File: src/rtl/sram_port_arbiter_pkg.sv
// Shared types and widths for the IF / EX-MEM unified memory port arbiter.
package sram_port_arbiter_pkg;

  localparam int DEF_ADDR_W = 32;
  localparam int DEF_DATA_W = 32;

  typedef enum logic [2:0] {
    S_IDLE  = 3'd0,
    S_DREQ  = 3'd1,
    S_DWAIT = 3'd2,
    S_IREQ  = 3'd3,
    S_IWAIT = 3'd4
  } arb_state_e;

  // Packed request = {wr, wstrb, addr, wdata}
  function automatic int mem_req_wd(input int addr_w, input int data_w);
    return 1 + data_w / 8 + addr_w + data_w;
  endfunction

  localparam int MEM_REQ_WD = mem_req_wd(DEF_ADDR_W, DEF_DATA_W);

endpackage

File: src/rtl/sram_port_arbiter_if.sv
// Shared memory port bundle: the arbiter is the master, the SRAM controller the slave.
interface sram_port_arbiter_if
  import sram_port_arbiter_pkg::*;
#(
  parameter int ADDR_W = DEF_ADDR_W,
  parameter int DATA_W = DEF_DATA_W
);

  logic                  mem_req;
  logic                  mem_wr;
  logic [DATA_W/8-1:0]   mem_wstrb;
  logic [ADDR_W-1:0]     mem_addr;
  logic [DATA_W-1:0]     mem_wdata;
  logic                  mem_addr_ok;
  logic                  mem_data_ok;
  logic [DATA_W-1:0]     mem_rdata;

  modport master (
    output mem_req, mem_wr, mem_wstrb, mem_addr, mem_wdata,
    input  mem_addr_ok, mem_data_ok, mem_rdata
  );

  modport slave (
    input  mem_req, mem_wr, mem_wstrb, mem_addr, mem_wdata,
    output mem_addr_ok, mem_data_ok, mem_rdata
  );

endinterface

File: src/rtl/sram_port_arbiter.sv
// Serialises instruction fetch and data accesses onto one memory port, data first,
// one transaction outstanding, and holds the core in stall until both sides are served.
module sram_port_arbiter
  import sram_port_arbiter_pkg::*;
#(
  parameter int ADDR_W = DEF_ADDR_W,
  parameter int DATA_W = DEF_DATA_W
) (
  input  logic                  clk,
  input  logic                  rst,
  input  logic                  inst_en,
  input  logic [ADDR_W-1:0]     inst_addr,
  output logic [DATA_W-1:0]     inst_rdata,
  input  logic                  data_en,
  input  logic [DATA_W/8-1:0]   data_wen,
  input  logic [ADDR_W-1:0]     data_addr,
  input  logic [DATA_W-1:0]     data_wdata,
  output logic [DATA_W-1:0]     data_rdata,
  input  logic                  pipe_advance,
  output logic                  stallreq_for_mem,
  sram_port_arbiter_if.master   mem
);

  localparam int STRB_W = DATA_W / 8;
  localparam int REQ_W  = mem_req_wd(ADDR_W, DATA_W);

  arb_state_e        state_q, state_d;
  logic              ready_q, ready_d;
  logic              mem_req_q, mem_req_d;
  logic [REQ_W-1:0]  req_q, req_d;
  logic [DATA_W-1:0] inst_rdata_q, inst_rdata_d;
  logic [DATA_W-1:0] data_rdata_q, data_rdata_d;
  logic              inst_served_q, inst_served_d;
  logic              data_served_q, data_served_d;

  logic              data_pending;
  logic              inst_pending;
  logic              data_done;
  logic              inst_done;
  logic [REQ_W-1:0]  data_req_fields;
  logic [REQ_W-1:0]  inst_req_fields;

  assign data_pending     = data_en & ~data_served_q;
  assign inst_pending     = inst_en & ~inst_served_q;
  assign stallreq_for_mem = data_pending | inst_pending;

  assign data_req_fields = {|data_wen, data_wen, data_addr, data_wdata};
  assign inst_req_fields = {1'b0, {STRB_W{1'b0}}, inst_addr, {DATA_W{1'b0}}};

  assign mem.mem_req = mem_req_q;
  assign {mem.mem_wr, mem.mem_wstrb, mem.mem_addr, mem.mem_wdata} = req_q;
  assign inst_rdata  = inst_rdata_q;
  assign data_rdata  = data_rdata_q;

  // A response completes only when accepted in x_REQ or waited for in x_WAIT.
  assign data_done = ((state_q == S_DREQ) & mem.mem_addr_ok & mem.mem_data_ok)
                   | ((state_q == S_DWAIT) & mem.mem_data_ok);
  assign inst_done = ((state_q == S_IREQ) & mem.mem_addr_ok & mem.mem_data_ok)
                   | ((state_q == S_IWAIT) & mem.mem_data_ok);

  always_comb begin
    state_d       = state_q;
    ready_d       = 1'b1;
    mem_req_d     = mem_req_q;
    req_d         = req_q;
    inst_rdata_d  = inst_rdata_q;
    data_rdata_d  = data_rdata_q;
    inst_served_d = inst_served_q;
    data_served_d = data_served_q;

    if (pipe_advance) begin
      inst_served_d = 1'b0;
      data_served_d = 1'b0;
    end

    // ready_q holds off the first decision so no request leaves on the first edge after reset.
    case (state_q)
      S_IDLE: begin
        if (ready_q && data_pending) begin
          state_d   = S_DREQ;
          mem_req_d = 1'b1;
          req_d     = data_req_fields;
        end else if (ready_q && inst_pending) begin
          state_d   = S_IREQ;
          mem_req_d = 1'b1;
          req_d     = inst_req_fields;
        end
      end
      S_DREQ: begin
        if (mem.mem_addr_ok) begin
          mem_req_d = 1'b0;
          state_d   = mem.mem_data_ok ? S_IDLE : S_DWAIT;
        end
      end
      S_DWAIT: begin
        if (mem.mem_data_ok) state_d = S_IDLE;
      end
      S_IREQ: begin
        if (mem.mem_addr_ok) begin
          mem_req_d = 1'b0;
          state_d   = mem.mem_data_ok ? S_IDLE : S_IWAIT;
        end
      end
      S_IWAIT: begin
        if (mem.mem_data_ok) state_d = S_IDLE;
      end
      default: begin
        state_d   = S_IDLE;
        mem_req_d = 1'b0;
      end
    endcase

    // Completion is applied after the window clear so a coincident set wins.
    if (data_done) begin
      if (!req_q[REQ_W-1]) data_rdata_d = mem.mem_rdata;
      data_served_d = 1'b1;
    end
    if (inst_done) begin
      inst_rdata_d  = mem.mem_rdata;
      inst_served_d = 1'b1;
    end
  end

  always_ff @(posedge clk or negedge rst) begin
    if (!rst) begin
      state_q       <= S_IDLE;
      ready_q       <= 1'b0;
      mem_req_q     <= 1'b0;
      req_q         <= '0;
      inst_rdata_q  <= '0;
      data_rdata_q  <= '0;
      inst_served_q <= 1'b0;
      data_served_q <= 1'b0;
    end else begin
      state_q       <= state_d;
      ready_q       <= ready_d;
      mem_req_q     <= mem_req_d;
      req_q         <= req_d;
      inst_rdata_q  <= inst_rdata_d;
      data_rdata_q  <= data_rdata_d;
      inst_served_q <= inst_served_d;
      data_served_q <= data_served_d;
    end
  end

endmodule
File: src/flat_wrapper.sv
// flat-port wrapper written by rule: the top's interface ports become plain ports
module sram_port_arbiter_flat import sram_port_arbiter_pkg::*;
#(
  parameter int ADDR_W = DEF_ADDR_W,
  parameter int DATA_W = DEF_DATA_W
)
  (clk, rst, inst_en, inst_addr, inst_rdata, data_en, data_wen, data_addr, data_wdata, data_rdata, pipe_advance, stallreq_for_mem, mem_mem_req, mem_mem_wr, mem_mem_wstrb, mem_mem_addr, mem_mem_wdata, mem_mem_addr_ok, mem_mem_data_ok, mem_mem_rdata);
  sram_port_arbiter_if #(.ADDR_W(ADDR_W), .DATA_W(DATA_W)) mem_i ();
  input  logic clk;
  input  logic rst;
  input  logic inst_en;
  input  logic [ADDR_W-1:0] inst_addr;
  output logic [DATA_W-1:0] inst_rdata;
  input  logic data_en;
  input  logic [DATA_W/8-1:0] data_wen;
  input  logic [ADDR_W-1:0] data_addr;
  input  logic [DATA_W-1:0] data_wdata;
  output logic [DATA_W-1:0] data_rdata;
  input  logic pipe_advance;
  output logic stallreq_for_mem;
  output wire logic [$bits(mem_i.mem_req)-1:0] mem_mem_req;
  output wire logic [$bits(mem_i.mem_wr)-1:0] mem_mem_wr;
  output wire logic [$bits(mem_i.mem_wstrb)-1:0] mem_mem_wstrb;
  output wire logic [$bits(mem_i.mem_addr)-1:0] mem_mem_addr;
  output wire logic [$bits(mem_i.mem_wdata)-1:0] mem_mem_wdata;
  input wire logic [$bits(mem_i.mem_addr_ok)-1:0] mem_mem_addr_ok;
  input wire logic [$bits(mem_i.mem_data_ok)-1:0] mem_mem_data_ok;
  input wire logic [$bits(mem_i.mem_rdata)-1:0] mem_mem_rdata;
  assign mem_mem_req = mem_i.mem_req;
  assign mem_mem_wr = mem_i.mem_wr;
  assign mem_mem_wstrb = mem_i.mem_wstrb;
  assign mem_mem_addr = mem_i.mem_addr;
  assign mem_mem_wdata = mem_i.mem_wdata;
  assign mem_i.mem_addr_ok = mem_mem_addr_ok;
  assign mem_i.mem_data_ok = mem_mem_data_ok;
  assign mem_i.mem_rdata = mem_mem_rdata;
  sram_port_arbiter #(.ADDR_W(ADDR_W), .DATA_W(DATA_W)) u_core (.clk(clk), .rst(rst), .inst_en(inst_en), .inst_addr(inst_addr), .inst_rdata(inst_rdata), .data_en(data_en), .data_wen(data_wen), .data_addr(data_addr), .data_wdata(data_wdata), .data_rdata(data_rdata), .pipe_advance(pipe_advance), .stallreq_for_mem(stallreq_for_mem), .mem(mem_i));
endmodule
File: config.mk
export PLATFORM = sky130hd
export DESIGN_NAME = sram_port_arbiter_flat
export DESIGN_NICKNAME = d
export VERILOG_FILES = /design/src/rtl/sram_port_arbiter_pkg.sv /design/src/rtl/sram_port_arbiter_if.sv /design/src/rtl/sram_port_arbiter.sv /design/src/flat_wrapper.sv
export SDC_FILE = /design/constraint.sdc
export NUM_CORES = 1
export LEC_CHECK = 0
export BUFFER_PORTS_ARGS = -buffer_cell sky130_fd_sc_hd__buf_2
export CAP_MARGIN = 10
export CORE_MARGIN = 3
export CORE_UTILIZATION = 45
export CTS_BUF_LIST = sky130_fd_sc_hd__clkbuf_4 sky130_fd_sc_hd__clkbuf_8
export CTS_CLUSTER_DIAMETER = 30
export CTS_CLUSTER_SIZE = 30
export DETAILED_ROUTE_END_ITERATION = 8
export GPL_TIMING_DRIVEN = 0
export PLACE_DENSITY = 0.77
export SYNTH_ARGS = -nofsm -noshare
export SYNTH_HDL_FRONTEND = slang
export SYNTH_SLANG_ARGS = --single-unit
File: constraint.sdc
create_clock -name clk -period 3.8 [get_ports clk]
set_clock_uncertainty 0.2 [all_clocks]
set_input_delay 0.19 -clock clk [delete_from_list [all_inputs] [get_ports clk]]
set_output_delay 0.19 -clock clk [all_outputs]
set_load 0.02 [all_outputs]
* After elaboration in Yosys (flattened, before gate mapping)
Index checks and enable logic that the tools add are counted.
** Cells by class
- Eq/ne operators :: 9
- Mux-type cells :: 17
- Bitwise operators :: 15
- Reduce and logical (&&, ||, !) cells :: 13
** Operators by type and width (count)
- $mux W69 :: 2
- $mux W3 :: 6
- $pmux W3 S4 :: 1
- $and A1 B1 Y1 :: 8
- $eq A3 B2 Y1 const B :: 2
- $mux W1 :: 6
- $reduce_bool A2 Y1 :: 3
- $ne A2 B1 Y1 const B :: 2
- $ne A2 B2 Y1 const B :: 2
- $not A1 Y1 :: 4
- $reduce_and A2 Y1 :: 2
- $reduce_and A4 Y1 :: 1
- $reduce_or A2 Y1 :: 2
- $reduce_or A4 Y1 :: 1
- $eq A3 B1 Y1 const B :: 1
- $eq A3 B3 Y1 const B :: 1
- $logic_not A3 Y1 :: 1
- $ne A3 B1 Y1 const B :: 1
- $or A1 B1 Y1 :: 3
- $pmux W1 S3 :: 1
- $reduce_and A3 Y1 :: 1
- $logic_and A1 B1 Y1 :: 2
- $mux W2 :: 1
** Word-level totals
- Bits in registers :: 140
- Bits of input ports :: 139

* Logic depth before layout (Yosys ltp)
- Depth after elaboration :: 6
- Gate-level depth with buffers :: 6
- Gate-level depth less buffers :: 3

* Worst setup path before layout
OpenSTA, ideal clock, no wires.
- Path kind :: register -> register
- From :: register u_core.state_q[1]
- To :: register u_core.req_q[62]
- Arrival :: 1749 ps
- Required time :: 3473 ps
- Slack :: 1724 ps
- Stages on the path, launching flop included :: 7
- Cell sequence :: dfrtp_1 > buf_6 > or4b_4 > a21oi_2 > buf_6 > buf_12 > mux2_1
** On the way
- Cells in the longest elaborated chain, start to end :: 2
** Ends and longest elaborated chain
- start: declaration :: RTL line sram_port_arbiter.sv:27 : arb_state_e state_q, state_d;
- start signal: assignment :: RTL line sram_port_arbiter.sv:135 : state_q <= state_d;
- $logic_not A3 Y1 :: RTL line sram_port_arbiter.sv:77 : case (state_q)
- $reduce_and A2 Y1 (no line)
- end signal: assignment :: RTL line sram_port_arbiter.sv:138 : req_q <= req_d;
- end: declaration :: RTL line sram_port_arbiter.sv:30 : logic [REQ_W-1:0] req_q, req_d;
Every way passes these cells.
A chain may end at the register's enable or synchronous reset.

* Worst setup path after layout
- From :: register u_core.data_served_q
- To :: register u_core.req_q[62]
** On the way
- Cells in the longest elaborated chain, start to end :: 5
- Elaborated cells between the ends (all ways) :: 6
- Classes of those cells :: mux: 1; bitwise: 2; reduce/logical: 3
** Ends and longest elaborated chain
- start: declaration :: RTL line sram_port_arbiter.sv:34 : logic data_served_q, data_served_d;
- start signal: assignment :: RTL line sram_port_arbiter.sv:142 : data_served_q <= data_served_d;
- $not A1 Y1 * :: RTL line sram_port_arbiter.sv:43 : assign data_pending = data_en & ~data_served_q;
- $and A1 B1 Y1 * :: RTL line sram_port_arbiter.sv:43
- $logic_and A1 B1 Y1 * :: RTL line sram_port_arbiter.sv:79 : if (ready_q && data_pending) begin
- $reduce_bool A2 Y1 (no line)
- $reduce_and A2 Y1 (no line)
Mark *: on every way between the ends. The rest lies on a longest branch, timed or not.

==> results.json <==
{
  "final_cell_mix": "buf_2, dfrtp_1, dlygate4sd3_1, mux2_2, inv_1",
  "synth_nets": 574,
  "power.leakage_nw": 4.74,
  "status": "complete, no violations",
  "h-tree-depth": 4,
  "ys_ff_latch": 140,
  "initialDrtViolationCount": 174,
  "max_freq_mhz": 367,
  "power_frac_seq_pct": 35.7,
  "ys_types": 31,
  "synth_area_sq_um": 6130,
  "hold_viol_final": 0,
  "cp-startpoint": "u_core.data_served_q",
  "setup-tns-final_ns": 0,
  "grt_first_pass_wirelength_mm": 27.6,
  "dieArea_sq_um": 15100,
  "setup_viol": 0,
  "critPathLaunchType": "flip-flop",
  "maxCapViolations": 0,
  "cts_sinks": 140,
  "grt_pass1_vias": 5772,
  "power_frac_comb_pct": 47.5,
  "root_buffer": "clkbuf_8",
  "path_buf_inv": 2,
  "yosysWarningCount": 0,
  "hpwl_mm": 11.5,
  "drcViolationCount": 0,
  "dr_wl_met3_mm": 1.15,
  "cts_tree": "built",
  "syn_inst": 435,
  "cpPeakStageDelay_ns": 0.56,
  "path_class": "flip-flop to flip-flop",
  "avgSynthCellArea_sq_um": 14.1,
  "start_util_pct": 46.1,
  "drt-vias-per-instance": 4.75,
  "layout_setup_ws_ns": 1.07,
  "synth-seq-area-share_pct": 57.1,
  "area_delta_synth_final_pct": 55.4,
  "rsz0062_at_grt": "false",
  "cp_max_fo": 10,
  "layout.nets": 1003,
  "grt_overflow": 0,
  "drt_pre_antenna_iters": 4,
  "p_sw_mw": 2.82,
  "yosys.area.top_type": "dfrtp_1",
  "synthMuxAreaShare_pct": 31.6,
  "internal-power_mw": 4.46,
  "clk_pin_slew_ns": 0.07,
  "period_needed_ns": 2.73,
  "wl_per_cell_um": 17.1,
  "final_common_cell": "buf_2",
  "yosys.area.top_type_share_pct": 57.1,
  "pre_cts_ws_ns": 1.52,
  "timing.critical_path.slowest_stage_cell": "dlygate4sd3_1",
  "finalCritPeriodShare_pct": 71.7,
  "multi_input_area_sq_um": 2290,
  "ios": 274,
  "synth-compound-area-share_pct": 1.29,
  "grt_max_degree": 82,
  "antenna_found_initial": 1,
  "routabilityCongestion": 0.769,
  "synth_top_family_by_area": "multiplexers",
  "groute.usage.overall_pct": 24.0,
  "dieWidth_um": 123,
  "switching_share_pct": 38.7,
  "r2r_start": "u_core.data_served_q",
  "synthXorXnorAreaFrac_pct": 0.143,
  "wl_met2_mm": 9.77,
  "antenna_left": 0,
  "insertion_delay_ns": 0.44,
  "fill_cells": 873,
  "postRouteWirelength_mm": 18.0,
  "top_layer": "met4",
  "seq_area_sq_um": 3500,
  "slew_headroom_pct": 50.6,
  "post-route-util_pct": 71.7,
  "synthAdderAreaFrac_pct": 0,
  "yosys.area_share.simple_pct": 4.33,
  "clkPwrFrac_pct": 16.8,
  "fp.dieH_um": 123,
  "cts_resized": 0,
  "io_buffers": 273,
  "vdd_drop_max_mv": 0.474,
  "path_cells": "nand3b_1 > clkbuf_1 > mux2_2 > dlygate4sd3_1 > mux2_1",
  "core_area_sq_um": 13300,
  "cts_made_buffers": 17,
  "drt-met1-wl_mm": 6.36,
  "clockBufferDepth": 2,
  "ys_top_cells_by_area": "dfrtp_1, mux2_2, mux2_4",
  "power.density_nw_per_um2": 764,
  "worst_ep_required_time_ns": 3.93,
  "crit_path_end_kind": "flip-flop",
  "drv_slew": 0,
  "critPathTopFamily": "buffers and inverters",
  "hold_class": "primary input to async pin",
  "drive_gt1_share_pct": 51.5,
  "worst_ep_arrival_time_ns": 2.86,
  "num_rows": 42,
  "worstMarginPinSlew_ns": 0.741,
  "vias": 5004
}
-- metal layers --
layer,GRT usage [%],vias to the layer above
met1,24.7,2427
met5,0,-
met4,12.0,0
met2,43.7,199
met3,7.33,53
li1,-,2325
-- cells in the mapped netlist (all sizes together) --
| master | instances |
|---|---|
| buf | 15 |
| and3b | 1 |
| o32ai | 2 |
| dfrtp | 140 |
| a211oi | 1 |
| mux2i | 36 |
| inv | 38 |
| nor2b | 1 |
| nor4 | 1 |
| nand3b | 2 |
| and4b | 1 |
| nand2b | 6 |
| nor3b | 1 |
| a21o | 1 |
| o21ai | 3 |
| a21oi | 3 |
| xnor2 | 1 |
| nand2 | 37 |
| clkbuf | 7 |
| or2 | 1 |
| o21bai | 1 |
| nor2 | 4 |
| or4b | 1 |
| conb | 1 |
| mux2 | 130 |
-- kinds of logic after synthesis --
group,count (synthesis)
multiplexers,166
buffers and inverters,60
flip-flops,140
AND/OR/NAND/NOR,56
other,1
XOR/XNOR,1
AO/OA/AOI/OAI,11
-- sequential cells by signal, summed over array words and instances (netlist names) --
signal                count
u_core.state_q            3
u_core.ready_q            1
u_core.inst_rdata        32
u_core.req_q             69
u_core.data_rdata        32
u_core.mem.mem_req        1
u_core.inst_served_q      1
u_core.data_served_q      1
-- power groups by stage --
stage	Combinational, mW	Clock, mW	Sequential [mW]
floorplan	1.31	0	3.42
global placement	3.20	0	2.54
detailed placement	3.29	0	2.58
CTS	3.44	1.25	2.57
global route	3.67	1.33	2.67
finish	3.46	1.23	2.60
-- cell type report --
| class | count | area share (%) |
|---|---|---|
| Clock inverter | 6 | 0.880 |
| Buffer | 22 | 2.02 |
| Inverter | 38 | 1.50 |
| Timing Repair Buffer | 410 | 29.0 |
| Multi-Input combinational cell | 235 | 24.1 |
| Clock buffer | 26 | 3.43 |
| Antenna cell | 1 | 0.0263 |
| Sequential cell | 140 | 36.8 |
| Tap cell | 176 | 2.31 |
-- per-stage QoR --
step           hold slack, ns  cell area, sq um  std cells  power, mW
5_1_grt                 0.185              9530       1054       7.67
3_3_place_gp            0.191              7720        884       5.74
6_report                0.164              9530       1054       7.28
3_5_place_dp           0.0848              7750        885       5.87
4_1_cts                 0.145              9520       1053       7.26
2_1_floorplan          -0.306              6130        435       4.73
-- path summary, 6_finish.rpt --
| check | end | slack [ns] | depth (start not counted) |
|---|---|---|---|
| min in group clk | u_core.state_q[1] | 0.18 | 4 |
| max in group asynchronous | u_core.req_q[49] | 2.49 | 3 |
| hold / removal | u_core.inst_rdata[12] | 0.16 | 2 |
| hold reg to reg | u_core.data_rdata[6] | 0.28 | 1 |
| setup reg to reg | u_core.req_q[62] | 1.07 | 5 |
| setup / recovery | u_core.req_q[62] | 1.07 | 5 |
-- what timing repair did --
item,CTS,global route
hold buffers,136,0
hold endpoints to repair,219,0
setup buffers,0,0
(Power assumes the default switching activity.)
